`src/rtl/dsp_pkg.sv`:
```
// dsp_pkg: shared definitions for the frame_buffer slice.
//   fb_state_t      - reader FSM state encoding (IDLE=0, PEND=1, WAIT_LO=2, BUSY=3)
//   XFER_ADDR_W_DEF - default width of the DMA word-index port
//   chans_legal()   - CHANS legality check (power of two, 2..256)
package dsp_pkg;

    localparam int unsigned XFER_ADDR_W_DEF = 16;
    localparam int unsigned CHANS_MIN       = 2;
    localparam int unsigned CHANS_MAX       = 256;

    typedef enum logic [1:0] {
        ST_IDLE    = 2'd0,
        ST_PEND    = 2'd1,
        ST_WAIT_LO = 2'd2,
        ST_BUSY    = 2'd3
    } fb_state_t;

    function automatic bit chans_legal(input int unsigned n);
        return (n >= CHANS_MIN) && (n <= CHANS_MAX) && ((n & (n - 1)) == 0);
    endfunction

endpackage

```
`src/rtl/frame_buffer_ram.sv`:
```
// frame_bank_ram: two banks of CHANS words, register array.
//   wb_clk            - clock
//   we, wr_bank,
//   wr_idx, wr_data   - synchronous write port
//   rd_bank, rd_idx   - asynchronous read address
//   rd_data           - read data (combinational)
// Contents are not reset.
module frame_bank_ram #(
    parameter int unsigned CHANS  = 16,
    parameter int unsigned DATA_W = 16
) (
    input  logic                     wb_clk,
    input  logic                     we,
    input  logic                     wr_bank,
    input  logic [$clog2(CHANS)-1:0] wr_idx,
    input  logic [DATA_W-1:0]        wr_data,
    input  logic                     rd_bank,
    input  logic [$clog2(CHANS)-1:0] rd_idx,
    output logic [DATA_W-1:0]        rd_data
);

    logic [DATA_W-1:0] mem [2*CHANS];

    always_ff @(posedge wb_clk) begin
        if (we) begin
            mem[{wr_bank, wr_idx}] <= wr_data;
        end
    end

    assign rd_data = mem[{rd_bank, rd_idx}];

endmodule

```
`src/rtl/frame_buffer.sv`:
```
// frame_buffer: double-buffered sample frame store feeding the DMA.
// Collects CHANS samples into the writer bank; a completed frame is handed
// to the reader side (xfer_block pulse) and served by xfer_re/xfer_adr/xfer_dat.
//   wb_clk, wb_rst_n                 - clock, synchronous active-low reset
//   in_valid, in_first, in_data      - sample stream (in_first resyncs to index 0)
//   xfer_block                       - one-cycle frame-ready pulse
//   block_done, xfer_done            - DMA status inputs
//   xfer_re, xfer_adr, xfer_dat      - zero-latency read port of the reader bank
//   overflow, clr_ovf                - sticky dropped-frame flag and its clear
//   drop_count                       - dropped-frame counter, only when
//                                      FRAME_BUFFER_DROP_COUNT_EN is defined
module frame_buffer
    import dsp_pkg::*;
#(
    parameter int unsigned CHANS       = 16,
    parameter int unsigned DATA_W      = 16,
    parameter int unsigned XFER_ADDR_W = XFER_ADDR_W_DEF
) (
    input  logic                   wb_clk,
    input  logic                   wb_rst_n,
    input  logic                   in_valid,
    input  logic                   in_first,
    input  logic [DATA_W-1:0]      in_data,
    output logic                   xfer_block,
    input  logic                   block_done,
    input  logic                   xfer_done,
    input  logic                   xfer_re,
    input  logic [XFER_ADDR_W-1:0] xfer_adr,
    output logic [DATA_W-1:0]      xfer_dat,
    output logic                   overflow,
`ifdef FRAME_BUFFER_DROP_COUNT_EN
    output logic [15:0]            drop_count,
`endif
    input  logic                   clr_ovf
);

    localparam int unsigned IDX_W = $clog2(CHANS);

    if (!chans_legal(CHANS)) begin : g_bad_chans
        $error("frame_buffer: CHANS must be a power of two in 2..256");
    end

    logic [IDX_W-1:0] wr_idx;
    logic [IDX_W-1:0] wr_pos;
    logic             wr_bank;
    logic             swap_q;
    logic             frame_cmpl;
    logic             reader_free;
    logic             take_frame;
    logic             drop_frame;
    fb_state_t        state;
    fb_state_t        state_nxt;
    logic             xfer_block_nxt;
    logic             adr_in_range;
    logic [DATA_W-1:0] rd_word;

    // Write pointer / completion detection
    assign wr_pos     = in_first ? '0 : wr_idx;
    assign frame_cmpl = in_valid && (wr_pos == IDX_W'(CHANS - 1));

    // The bank swap is decided at the completing write so the next sample
    // already lands in the fresh bank; swap_q then moves the FSM to PEND one
    // cycle later. swap_q also blocks a second swap before PEND is reached.
    assign reader_free = ((state == ST_IDLE) && !swap_q) ||
                         ((state == ST_BUSY) && block_done);
    assign take_frame  = frame_cmpl && reader_free;
    assign drop_frame  = frame_cmpl && !reader_free;

    always_ff @(posedge wb_clk) begin
        if (!wb_rst_n) begin
            wr_idx     <= '0;
            wr_bank    <= 1'b0;
            swap_q     <= 1'b0;
            state      <= ST_IDLE;
            xfer_block <= 1'b0;
            overflow   <= 1'b0;
        end else begin
            if (in_valid) begin
                wr_idx <= wr_pos + IDX_W'(1);
            end
            if (take_frame) begin
                wr_bank <= ~wr_bank;
            end
            swap_q     <= take_frame;
            state      <= state_nxt;
            xfer_block <= xfer_block_nxt;
            if (drop_frame) begin
                overflow <= 1'b1;
            end else if (clr_ovf) begin
                overflow <= 1'b0;
            end
        end
    end

    // Reader FSM next state
    always_comb begin
        state_nxt      = state;
        xfer_block_nxt = 1'b0;
        case (state)
            ST_IDLE: begin
                if (swap_q) begin
                    state_nxt = ST_PEND;
                end
            end
            ST_PEND: begin
                if (xfer_done) begin
                    state_nxt = ST_IDLE;
                end else if (block_done) begin
                    state_nxt      = ST_WAIT_LO;
                    xfer_block_nxt = 1'b1;
                end
            end
            ST_WAIT_LO: begin
                if (xfer_done) begin
                    state_nxt = ST_IDLE;
                end else if (!block_done) begin
                    state_nxt = ST_BUSY;
                end
            end
            ST_BUSY: begin
                if (block_done) begin
                    state_nxt = ST_IDLE;
                end
            end
            default: state_nxt = ST_IDLE;
        endcase
    end

`ifdef FRAME_BUFFER_DROP_COUNT_EN
    always_ff @(posedge wb_clk) begin
        if (!wb_rst_n) begin
            drop_count <= '0;
        end else if (drop_frame) begin
            if (clr_ovf) begin
                drop_count <= 16'd1;
            end else if (drop_count != 16'hFFFF) begin
                drop_count <= drop_count + 16'd1;
            end
        end else if (clr_ovf) begin
            drop_count <= '0;
        end
    end
`endif

    frame_bank_ram #(
        .CHANS  (CHANS),
        .DATA_W (DATA_W)
    ) u_ram (
        .wb_clk  (wb_clk),
        .we      (in_valid),
        .wr_bank (wr_bank),
        .wr_idx  (wr_pos),
        .wr_data (in_data),
        .rd_bank (~wr_bank),
        .rd_idx  (xfer_adr[IDX_W-1:0]),
        .rd_data (rd_word)
    );

    // Out-of-range addresses and idle reads return zero
    assign adr_in_range = ((xfer_adr >> IDX_W) == '0);
    assign xfer_dat     = (xfer_re && adr_in_range) ? rd_word : '0;

endmodule

```
`config.mk`:
```
export PLATFORM = sky130hd
export DESIGN_NAME = frame_buffer
export DESIGN_NICKNAME = d
export VERILOG_FILES = /design/src/rtl/dsp_pkg.sv /design/src/rtl/frame_buffer_ram.sv /design/src/rtl/frame_buffer.sv
export SDC_FILE = /design/constraint.sdc
export NUM_CORES = 1
export LEC_CHECK = 0
export ABC_CLOCK_PERIOD_IN_PS = 6800
export CORE_MARGIN = 1.5
export CORE_UTILIZATION = 53
export DETAILED_ROUTE_END_ITERATION = 7
export PLACE_DENSITY = 0.7
export RECOVER_POWER = 50
export SYNTH_ARGS = -nofsm -noshare
export SYNTH_HDL_FRONTEND = slang
export SYNTH_SLANG_ARGS = --single-unit
export TNS_END_PERCENT = 20
```
`constraint.sdc`:
```
create_clock -name wb_clk -period 6.8 [get_ports wb_clk]
set_clock_uncertainty 0.15 [all_clocks]
set_input_delay 2.04 -clock wb_clk [delete_from_list [all_inputs] [get_ports wb_clk]]
set_output_delay 2.04 -clock wb_clk [all_outputs]
set_load 0.02 [all_outputs]
```
# Word-level counts from Yosys, hierarchy flattened
# Memory sizes are Yosys's and may differ from the RTL's.
# Index checks and enable logic that the tools add are counted.
dict set report classes {
  addsub 1
  n_lt_le_gt_ge 0
  n_eq_ne 8
  n_div 0
  multipliers 0
  n_shift 0
  n_bitwise 3
  n_reduce_logical 14
  n_mux 14
}
# operator n
set op_table {}
lappend op_table {{$logic_not A16 Y1} 1}
lappend op_table {{$mux W16} 1}
lappend op_table {{$mux W2} 6}
lappend op_table {{$pmux W2 S4} 1}
lappend op_table {{$logic_and A1 B1 Y1} 6}
lappend op_table {{$ne A3 B3 Y1 const B} 2}
lappend op_table {{$mux W1} 5}
lappend op_table {{$add A4 B1 Y4 const B} 1}
lappend op_table {{$eq A2 B2 Y1 const B} 2}
lappend op_table {{$eq A4 B4 Y1 const B} 1}
lappend op_table {{$mux W4} 1}
lappend op_table {{$ne A2 B2 Y1 const B} 2}
lappend op_table {{$reduce_and A4 Y1} 1}
lappend op_table {{$not A1 Y1} 3}
lappend op_table {{$reduce_or A3 Y1} 1}
lappend op_table {{$eq A2 B1 Y1 const B} 1}
lappend op_table {{$logic_not A1 Y1} 2}
lappend op_table {{$logic_not A2 Y1} 1}
lappend op_table {{$reduce_bool A2 Y1} 1}
lappend op_table {{$logic_or A1 B1 Y1} 1}
dict set report totals {
  register_bits 10
  ramBits 512
  wordCells 47
  rom_bits 0
  latch_bits 0
  input_bits 40
  memories 1
}
# memory words word_bits read_ports rd_ports_with_merged_regs wr line_no
set memory_table {}
lappend memory_table {u_ram.mem 32 16 1 0 1 frame_buffer_ram.sv:22} ;# logic [DATA_W-1:0] mem [2*CHANS];

# Logic depth before layout (Yosys ltp)
# Gate-level depths: netlist (run 1).
dict set report logic_depth {
  word_depth 6
  depth_mapped 8
}

# Modules after synthesis
# Synthesis (run 1) repeated with hierarchy kept, for this count alone.
dict set report unflattened {
  cells_unflattened 1205
  hier_area_um2 20865.0
}
# module cells_per_inst instances area_each_um2
set modules_own_cells {}
lappend modules_own_cells {frame_bank_ram 1127 1 20215.6}
lappend modules_own_cells {frame_buffer 78 1 649.4}

# Worst setup path before layout (run 1)
# Ideal clock, no wire load.
dict set report synth_path {
  path_type {input to output}
  startpoint {input xfer_adr[1]}
  endpoint {output xfer_dat[14]}
  slack_ns 1.185
  path_stages 7
  path_buffers 3
  required_ns 4.610
  arrival_time_ns 3.425
  cell_sequence {buf_6 -> buf_6 -> buf_12 -> mux4_2 -> mux2i_1 -> a221o_1 -> a31oi_1}
}
dict set report synth_between {
  elab_chain_len 2
}
# element line_no
set synth_rtl {}
lappend synth_rtl {{start: declaration} frame_buffer.sv:28} ;# input logic [XFER_ADDR_W-1:0] xfer_adr,
lappend synth_rtl {{$mem_v2 Z32 W16} n/a}
lappend synth_rtl {{$mux W16} frame_buffer.sv:161} ;# assign xfer_dat = (xfer_re && adr_in_range) ? rd_word : '0;
lappend synth_rtl {{end: declaration} frame_buffer.sv:29} ;# output logic [DATA_W-1:0] xfer_dat,
# Every way passes these cells.

# Final worst setup path (run 1)
dict set report layout_path {
  startpoint {input xfer_adr[11]}
  endpoint {output xfer_dat[8]}
}
dict set report layout_between {
  elab_chain_len 3
}
# element line_no
set layout_rtl {}
lappend layout_rtl {{$logic_not A16 Y1} frame_buffer.sv:160} ;# assign adr_in_range = ((xfer_adr >> IDX_W) == '0);
lappend layout_rtl {{$logic_and A1 B1 Y1} frame_buffer.sv:161}
lappend layout_rtl {{$mux W16} frame_buffer.sv:161}
# Every way passes these cells.

==> results of run 1 <==
==> repair_timing <==
action | 4_1_cts | 5_1_grt
endpoints found under the hold margin | 0 | 0
setup endpoints to repair | 12 | 12
buffers inserted | 0 | 0
resized for setup | 3 | 3
==> metal layers <==
metal / global-route usage [%] / up-vias / part of all wire [%]
met5: 0 / - / 0
met3: 4.60 / 73 / 7.2
met2: 37.1 / 397 / 50
met1: 30.5 / 5367 / 40
met4: 7.28 / 0 / 2.7
li1: - / 4446 / -
==> how the worst max path moves through the flow <==
stage	start	to	slack (ns)	depth (start not counted)
2_1_floorplan	xfer_adr[1]	xfer_dat[14]	1.19	7
3_3_place_gp	xfer_adr[3]	xfer_dat[3]	-0.12	5
3_5_place_dp	xfer_adr[3]	xfer_dat[3]	-0.15	5
4_1_cts	xfer_adr[11]	xfer_dat[7]	0.06	7
5_1_grt	xfer_adr[11]	xfer_dat[2]	-0.17	7
6_report	xfer_adr[11]	xfer_dat[8]	-0.01	7
==> kinds of logic after synthesis <==
kind of cell / count (synthesis)
DFF: 522
muxes: 197
and+or+nand+nor: 114
AOI/OAI and AO/OA: 103
buffers and inverters: 55
adders and majority gates: 4
xor gates and xnor gates: 1
==> sequential cells by signal (all words and copies together) (netlist names) <==
name / count
overflow: 1
wr_idx: 4
wr_bank: 1
state: 2
xfer_block: 1
u_ram.mem: 512
swap_q: 1
==> report_power, final <==
part	internal, mW	switching, mW	leakage, nW
sequential	3.55	0.00264	4.69
clock	1.49	1.12	0.746
combinational	0.139	0.179	2.35
==> cell usage in the layout, fill, tap and decap left out, types with 5 or more instances in the layout <==
| master | instances |
|---|---|
| buf_12 | 10 |
| mux2i_1 | 57 |
| a21oi_1 | 5 |
| nand2_1 | 15 |
| o21ai_0 | 15 |
| mux4_2 | 90 |
| nand2b_1 | 6 |
| clkbuf_1 | 23 |
| clkinv_1 | 13 |
| nor2_1 | 51 |
| dlygate4sd3_1 | 20 |
| nor2b_1 | 21 |
| buf_4 | 89 |
| edfxtp_1 | 512 |
| o21a_1 | 12 |
| o31ai_1 | 12 |
| dfxtp_1 | 10 |
| mux2_2 | 44 |
| a221oi_1 | 9 |
| a211oi_1 | 13 |
| clkbuf_16 | 53 |
| o22ai_1 | 12 |
| clkinv_2 | 6 |
| a31oi_1 | 5 |
| mux4_1 | 6 |
| clkdlybuf4s50_1 | 33 |
==> per-stage QoR <==
step                      TNS, ns  power (mW)  setup slack [ns]  hold WS, ns  area [um^2]
after detailed placement    -1.02        3.94            -0.150        0.333        22300
after floorplan                 0        3.79              1.19        0.310        20600
after global routing        -1.01        6.66            -0.171        0.367        23800
final                     -0.0222        6.47           -0.0133        0.353        23800
after CTS                       0        6.52            0.0647        0.347        23900
after global placement     -0.636        3.93            -0.118        0.326        22300
==> cell type report <==
class | instances | area, um^2
Multi-Input combinational cell | 419 | 4620
Tap cell | 518 | 648
Timing Repair Buffer | 163 | 1460
Sequential cell | 522 | 15600
Fill cell | 2776 | 14700
Clock buffer | 67 | 1380
Inverter | 3 | 11.3
Clock inverter | 23 | 155
==> results.md, run 1 <==
- Post-synthesis share of cell area spent on xor and xnor gates: 0.0425%
- Remaining global-route overflow: 0
- Number of antenna violations at the first check in global routing: 0
- Proportion of synthesized flip-flops having asynchronous set or reset: 0%
- Worst Hold Launch: wr_idx[0]$_SDFFE_PN0P_
- CP Launch Type: input pin
- Pwr Density: approximately 270 mW/mm^2
- Worst endpoint required time: 4.61 ns
- Startpoint of the lowest-slack register-to-register path: wr_idx[0]$_SDFFE_PN0P_
- Hold-fix buffers, CTS: 0
- Total of endpoints with negative setup slack in the final report: 2
- Count of flip-flops with a built-in enable after synthesis: 512
- Die width: 200 um
- Final worst path period need: just under 7 ns
- Vias in the first global route: 10622
- Area share of the leading cell type in the synthesized netlist: 74.6%
- Crit-path max FO: 16
- Diodes inserted: 0
- Global-route wire length before repair: 66400 um
- Clock Sink Count: 522
- Post-synthesis sequential area ratio: 75.6%
- Synth Area in Compound Gates: roughly 3.6%
- Final routed wirelength across all metal layers: 44200 um
- Max-capacitance violation count: 8
- Achievable Freq: 147 MHz
- Status: finished, violations left
- Share of synthesized cell area in and, or, nand and nor gates: 2.68%
- Post-detailed-route via-to-cell ratio: 6.00
- Mapped Cells: 996
- Syn Area/Cell: 20.7 um^2
- Post-DP HPWL: 27100 um
- Starting utilization of the core area: 53.5%
- Critical Path End Type: primary output
- Latest clock arrival within the worst-skew pair: 0.56 ns
- Transition time at the pin with the least slew margin: 1.78 ns
- Share of synthesized area spent on multiplexers: 15.8%
- Standard-cell row count: 72
- Global router's overall resource usage: 22.6%
- WP data arrival: 4.62 ns
- Largest stage delay, worst path: 0.64 ns
- Largest family of logic cells by synthesized area: multiplexers
- Synth top cells by count: edfxtp_1 (512), mux4_2 (90), mux2i_1 (57), nor2_1 (52), mux2_2 (44)
- Cells traversed along the worst timing path: clkdlybuf4s50_1, nor4b_1, nand4_1, buf_4, a221oi_1, o21a_1, clkdlybuf4s50_1
- Number of max-slew violations in the final report: between 200 and 300
- Category of the critical setup timing path: input pin to primary output
- Overall via count from detail_route: 10283
- Largest delay share family, worst path: buffers and inverters
- Average wire per cell in the routed design: 25.8 um
- Clock Tree Buf Depth: 3
- Clock Pin Slew Worst Setup and Hold Paths: 0.06 ns
- Number of nets with antenna violations after routing: 0
- Syn-to-layout area delta: 15.7%
- Depth of the CTS H-tree: 2
- Clock root buffer: clkbuf_16
- Most numerous cell on the critical path: clkdlybuf4s50_1
- Number of synthesized register bits: 522
- Main flop type after synthesis: edfxtp_1
- Final cell utilization of the core: 61.8%
- Dominant cell by count in the synthesized netlist: edfxtp_1
- Remaining max-slew budget at the tightest pin: -18.6%
- TritonCTS buffer count: 51
- Cell accounting for the most synthesized area: edfxtp_1
- Drc violations: 0
- Placer Congestion: 0.876
- Clock tree from TritonCTS: done
- Worst R2R End: u_ram.mem[23][4]$_DFFE_PP_
- Non-filler instance count after layout: 1715
- Layout cells sized above 1: 25.4%
- Die area: roughly 0.040 mm^2
- Floorplan core area: 0.0386 mm^2
- Setup repair after global routing missed its margin: true
- IO Pins: 58
- Port Buf Inserts: 57
- Maximum ir drop on the vdd rail: ~0.00022 V
- Number of buffers and inverters on the critical path: 3
- Static power due to leakage: roughly 7.8 nW
- Final Hold Fails: 0
- Net count after synthesis: between 1000 and 1500
- Number of distinct library cells after synthesis: 48
- R2r worst-path depth: 5
- Area contributors post-synth: edfxtp_1 (75%), mux4_2 (9.8%), mux2i_1 (2.8%)
- Worst setup margin: -0.0133 ns
- Maximum number of pins on one net before global-route repair: 37
- 1st-iter DRT viols: between 1000 and 1500
- Highest-delay cell along the critical path: clkdlybuf4s50_1
- Count of yosys warnings during synthesis: 0
- Die Span Y: 200 um
- Count of placed standard cells including taps: 1625
- Post-Synthesis Cell Area: 0.0206 mm^2
- Number of cells on the worst hold path: 1
- Violations in the final reports: capacitance limit, slew limit, setup timing
- Nets@finish: 1204
- Adder-cell share of the synthesized area: 0.243%
- Setup slack of the worst register-to-register path: approximately 3.9 ns
- Share of the clock period used by the worst path after layout: 100%
- Initial DRT Pass Iterations: 5
- Type of the most critical hold path: flop to flop
- Destination of the worst hold path: wr_idx[0]$_SDFFE_PN0P_
Note: power is estimated with default switching activity, not from simulation.
==> run 2, diff against run 1 <==
Settings changed: ABC_AREA from default to 1, GPL_TIMING_DRIVEN from default to 1.
==> results.md, run 2 <==
- Status: finished, violations left (unchanged)
- Violations in the final reports: capacitance limit, slew limit (was capacitance limit, slew limit, setup timing)
- Setup fix buffers added after clock tree synthesis: 0 (unchanged)
- Registers with the most flip-flops: u_ram.mem: 512 flops, wr_idx: 4 flops, state: 2 flops (unchanged)
- Post-DP HPWL: 29600 um (was 27100 um)
- Number of synthesized register bits: 522 (unchanged)
- Overall Power: 6.72 mW (was 6.47 mW)
- Proportion of synthesized flip-flops having asynchronous set or reset: 0% (unchanged)
- Number of antenna violations at the first check in global routing: 0 (unchanged)
- Pwr Density: 275 mW/mm^2 (was 272 mW/mm^2)
- Floorplan core area: 0.0400 mm^2 (was 0.0386 mm^2)
- Cell accounting for the most synthesized area: edfxtp_1 (unchanged)
- Final Hold Fails: 0 (unchanged)
- Number of cells on the worst hold path: 2 (was 1)
- Count of flip-flops with a built-in enable after synthesis: 512 (unchanged)
- Destination of the worst hold path: overflow$_SDFFE_PN0P_ (was wr_idx[0]$_SDFFE_PN0P_)
- Synth top cells by count: nand2_1 (648), edfxtp_1 (512), nand3_1 (353), nor2_1 (147), buf_6 (38) (was edfxtp_1 (512), mux4_2 (90), mux2i_1 (57), nor2_1 (52), mux2_2 (44))
- Setup repair after global routing missed its margin: false (was true)
- Area contributors post-synth: edfxtp_1 (71%), nand2_1 (11%), nand3_1 (8.2%) (was edfxtp_1 (75%), mux4_2 (9.8%), mux2i_1 (2.8%))
- Syn-to-layout area delta: 12.8% (was 15.7%)
- Global-route wire length before repair: 79600 um (was 66400 um)
- R2r worst-path depth: 6 (was 5)
- Final routed wirelength across all metal layers: 52900 um (was 44200 um)
- IO Pins: 58 (unchanged)
- Max FFs per register: 512 (unchanged)
- Worst R2R End: u_ram.mem[29][7]$_DFFE_PP_ (was u_ram.mem[23][4]$_DFFE_PP_)
- Static power due to leakage: 8.80 nW (was 7.79 nW)
- Mapped Cells: 1869 (was 996)
- Average wire per cell in the routed design: 21.1 um (was 25.8 um)
- WP data arrival: 4.42 ns (was 4.62 ns)
- Nets@finish: 1989 (was 1204)
- Placer Congestion: 0.849 (was 0.876)
- Remaining max-slew budget at the tightest pin: -24.2% (was -18.6%)
- Post-route cell area: 0.0244 mm^2 (was 0.0238 mm^2)
- Vias in the first global route: 13558 (was 10622)
- Port Buf Inserts: 57 (unchanged)
- Overall via count from detail_route: 14359 (was 10283)
- Worst slack after detailed placement: 0.245 ns (was -0.150 ns)
- Starting utilization of the core area: 54.1% (was 53.5%)
- Number of distinct library cells after synthesis: 28 (was 48)
- Critical Path End Type: primary output (unchanged)
- Post-synthesis sequential area ratio: 72.0% (was 75.6%)
- Hold-fix buffers, CTS: 0 (unchanged)
- Number of nets with antenna violations after routing: 0 (unchanged)
- Share of the clock period used by the worst path after layout: 97.2% (was 100%)
- Total of endpoints with negative setup slack in the final report: 0 (was 2)
- Count of yosys warnings during synthesis: 0 (unchanged)
- Worst Hold Launch: overflow$_SDFFE_PN0P_ (was wr_idx[0]$_SDFFE_PN0P_)
- Layout cells sized above 1: 6.95% (was 25.4%)
- Main flop type after synthesis: edfxtp_1 (unchanged)
- Quantity of gates resized following cts: 0 (was 3)
- Depth of the CTS H-tree: 2 (unchanged)
- Number of filler cells placed in the layout: 3129 (was 2776)
- Highest-count cells in the layout ignoring fill and taps: nand2_1 (648), edfxtp_1 (512), nand3_1 (353) (was edfxtp_1 (512), mux4_2 (90), buf_4 (89))
- Net count after synthesis: 1913 (was 1040)
- Latest clock arrival within the worst-skew pair: 0.58 ns (was 0.56 ns)
- Dominant cell by count in the synthesized netlist: nand2_1 (was edfxtp_1)
- Register bank with the most flops: u_ram.mem (unchanged)
- Drc violations: 0 (unchanged)
- Crit-path max FO: 74 (was 16)
- Setup slack of the worst register-to-register path: 4.04 ns (was 3.92 ns)
- Global router's overall resource usage: 25.5% (was 22.6%)
- CP Launch Type: input pin (unchanged)
- 1st-iter DRT viols: 1621 (was 1047)
- Worst setup margin: 0.190 ns (was -0.0133 ns)
- Type of the most critical hold path: flop to flop (unchanged)
- Post-detailed-route via-to-cell ratio: 5.72 (was 6.00)
- Clock Pin Slew Worst Setup and Hold Paths: 0.06 ns (about the same)
- Final worst path period need: 6.61 ns (was 6.81 ns)
- Die Span Y: 205 um (was 200 um)
- Number of max-slew violations in the final report: 494 (was 264)
- Startpoint of the lowest-slack register-to-register path: wr_bank$_SDFFE_PN0P_ (was wr_idx[0]$_SDFFE_PN0P_)
- Maximum ir drop on the vdd rail: 0.000285 V (was 0.000220 V)
- Initial DRT Pass Iterations: 6 (was 5)
- TritonCTS buffer count: 51 (unchanged)
- Maximum number of pins on one net before global-route repair: 115 (was 37)
- Post-Synthesis Cell Area: 0.0216 mm^2 (was 0.0206 mm^2)
- Worst hold slack: 0.360 ns (was 0.353 ns)
- Standard-cell row count: 73 (was 72)
- Remaining global-route overflow: 0 (unchanged)
- Dpl cell area: 0.0228 mm^2 (was 0.0223 mm^2)
- Achievable Freq: 151 MHz (was 147 MHz)
- Area share of the leading cell type in the synthesized netlist: 71.1% (was 74.6%)
- Most frequent standard cell in the layout excluding fill and tap cells: nand2_1 (was edfxtp_1)
- Clock tree from TritonCTS: done (unchanged)
- Clock Sink Count: 522 (unchanged)
- Die width: 205 um (was 200 um)
- Die area: 0.0420 mm^2 (was 0.0401 mm^2)
- Category of the critical setup timing path: input pin to primary output (unchanged)
- Clock root buffer: clkbuf_16 (unchanged)
- Syn Area/Cell: 11.6 um^2 (was 20.7 um^2)
- Transition time at the pin with the least slew margin: 1.86 ns (was 1.78 ns)
- Clock Tree Buf Depth: 3 (unchanged)
- Max-capacitance violation count: 15 (was 8)
- Sum Neg Setup Slack: 0 ns (was -0.0222 ns)
- Worst endpoint required time: 4.61 ns (about the same)
==> run 2: how the worst max path moves through the flow <==
stage | to | cells past startpoint | startpoint
floorplan | xfer_dat[4] | 10 | xfer_adr[2]
CTS | xfer_dat[3] | 13 | xfer_adr[0]
global placement | xfer_dat[3] | 13 | xfer_adr[0]
detailed placement | xfer_dat[3] | 13 | xfer_adr[0]
global route | xfer_dat[12] | 12 | xfer_adr[0]
finish | xfer_dat[12] | 12 | xfer_adr[0]
==> run 2: cells by family after synthesis <==
kind of cell	synth area share, %
flip-flops	72.0
adder cells (fa/ha/maj)	0.231
buffers and inverters	4.27
AO/OA/AOI/OAI	1.32
AND/OR/NAND/NOR	22.2
==> run 2: routing by layer <==
layer	global-route usage (%)	vias to the layer above	share of wire, %
met4	8.50	0	2.5
met2	42.3	639	49
met5	0	-	0
met3	4.09	92	8.1
li1	-	6648	-
met1	34.5	6980	40
==> run 2: metrics by stage <==
| stage | utilization [%] | cells |
|---|---|---|
| floorplan | - | 1869 |
| global placement | 57.0 | 2417 |
| detailed placement | 57.0 | 2417 |
| CTS | 61.2 | 2510 |
| global route | 61.0 | 2510 |
| finish | 61.0 | 2511 |
==> run 2: cell type report <==
cell class	instances	area, um^2	area share [%]
clock inverters	34	300	1.23
well taps	525	657	2.69
multi-input cells	1216	5130	21.0
clock buffers	59	1350	5.53
repair buffers	134	1310	5.37
diodes	1	2.50	0.0103
flip-flops and latches	522	15600	63.8
inverters	20	82.6	0.338
==> run 2: where the power goes <==
| part | internal (mW) | switching (mW) | total, mW | leakage, nW |
|---|---|---|---|---|
| sequential | 3.55 | 0.00274 | 3.55 | 4.69 |
| clock | 1.64 | 1.15 | 2.79 | 0.809 |
| combinational | 0.114 | 0.273 | 0.387 | 3.30 |
| total | 5.30 | 1.43 | 6.72 | 8.80 |
==> run 2: critical path, cell delays in order <==
cell             delay (ns)
clkbuf_8               0.19
inv_6                  0.26
buf_12                 0.35
nand2_1                0.11
nand3_1                0.09
nand3_1                0.09
nand2_1                0.09
nand2_1                0.06
nand2_1                0.10
nor2_1                 0.06
nor2_1                 0.29
clkdlybuf4s50_1        0.67
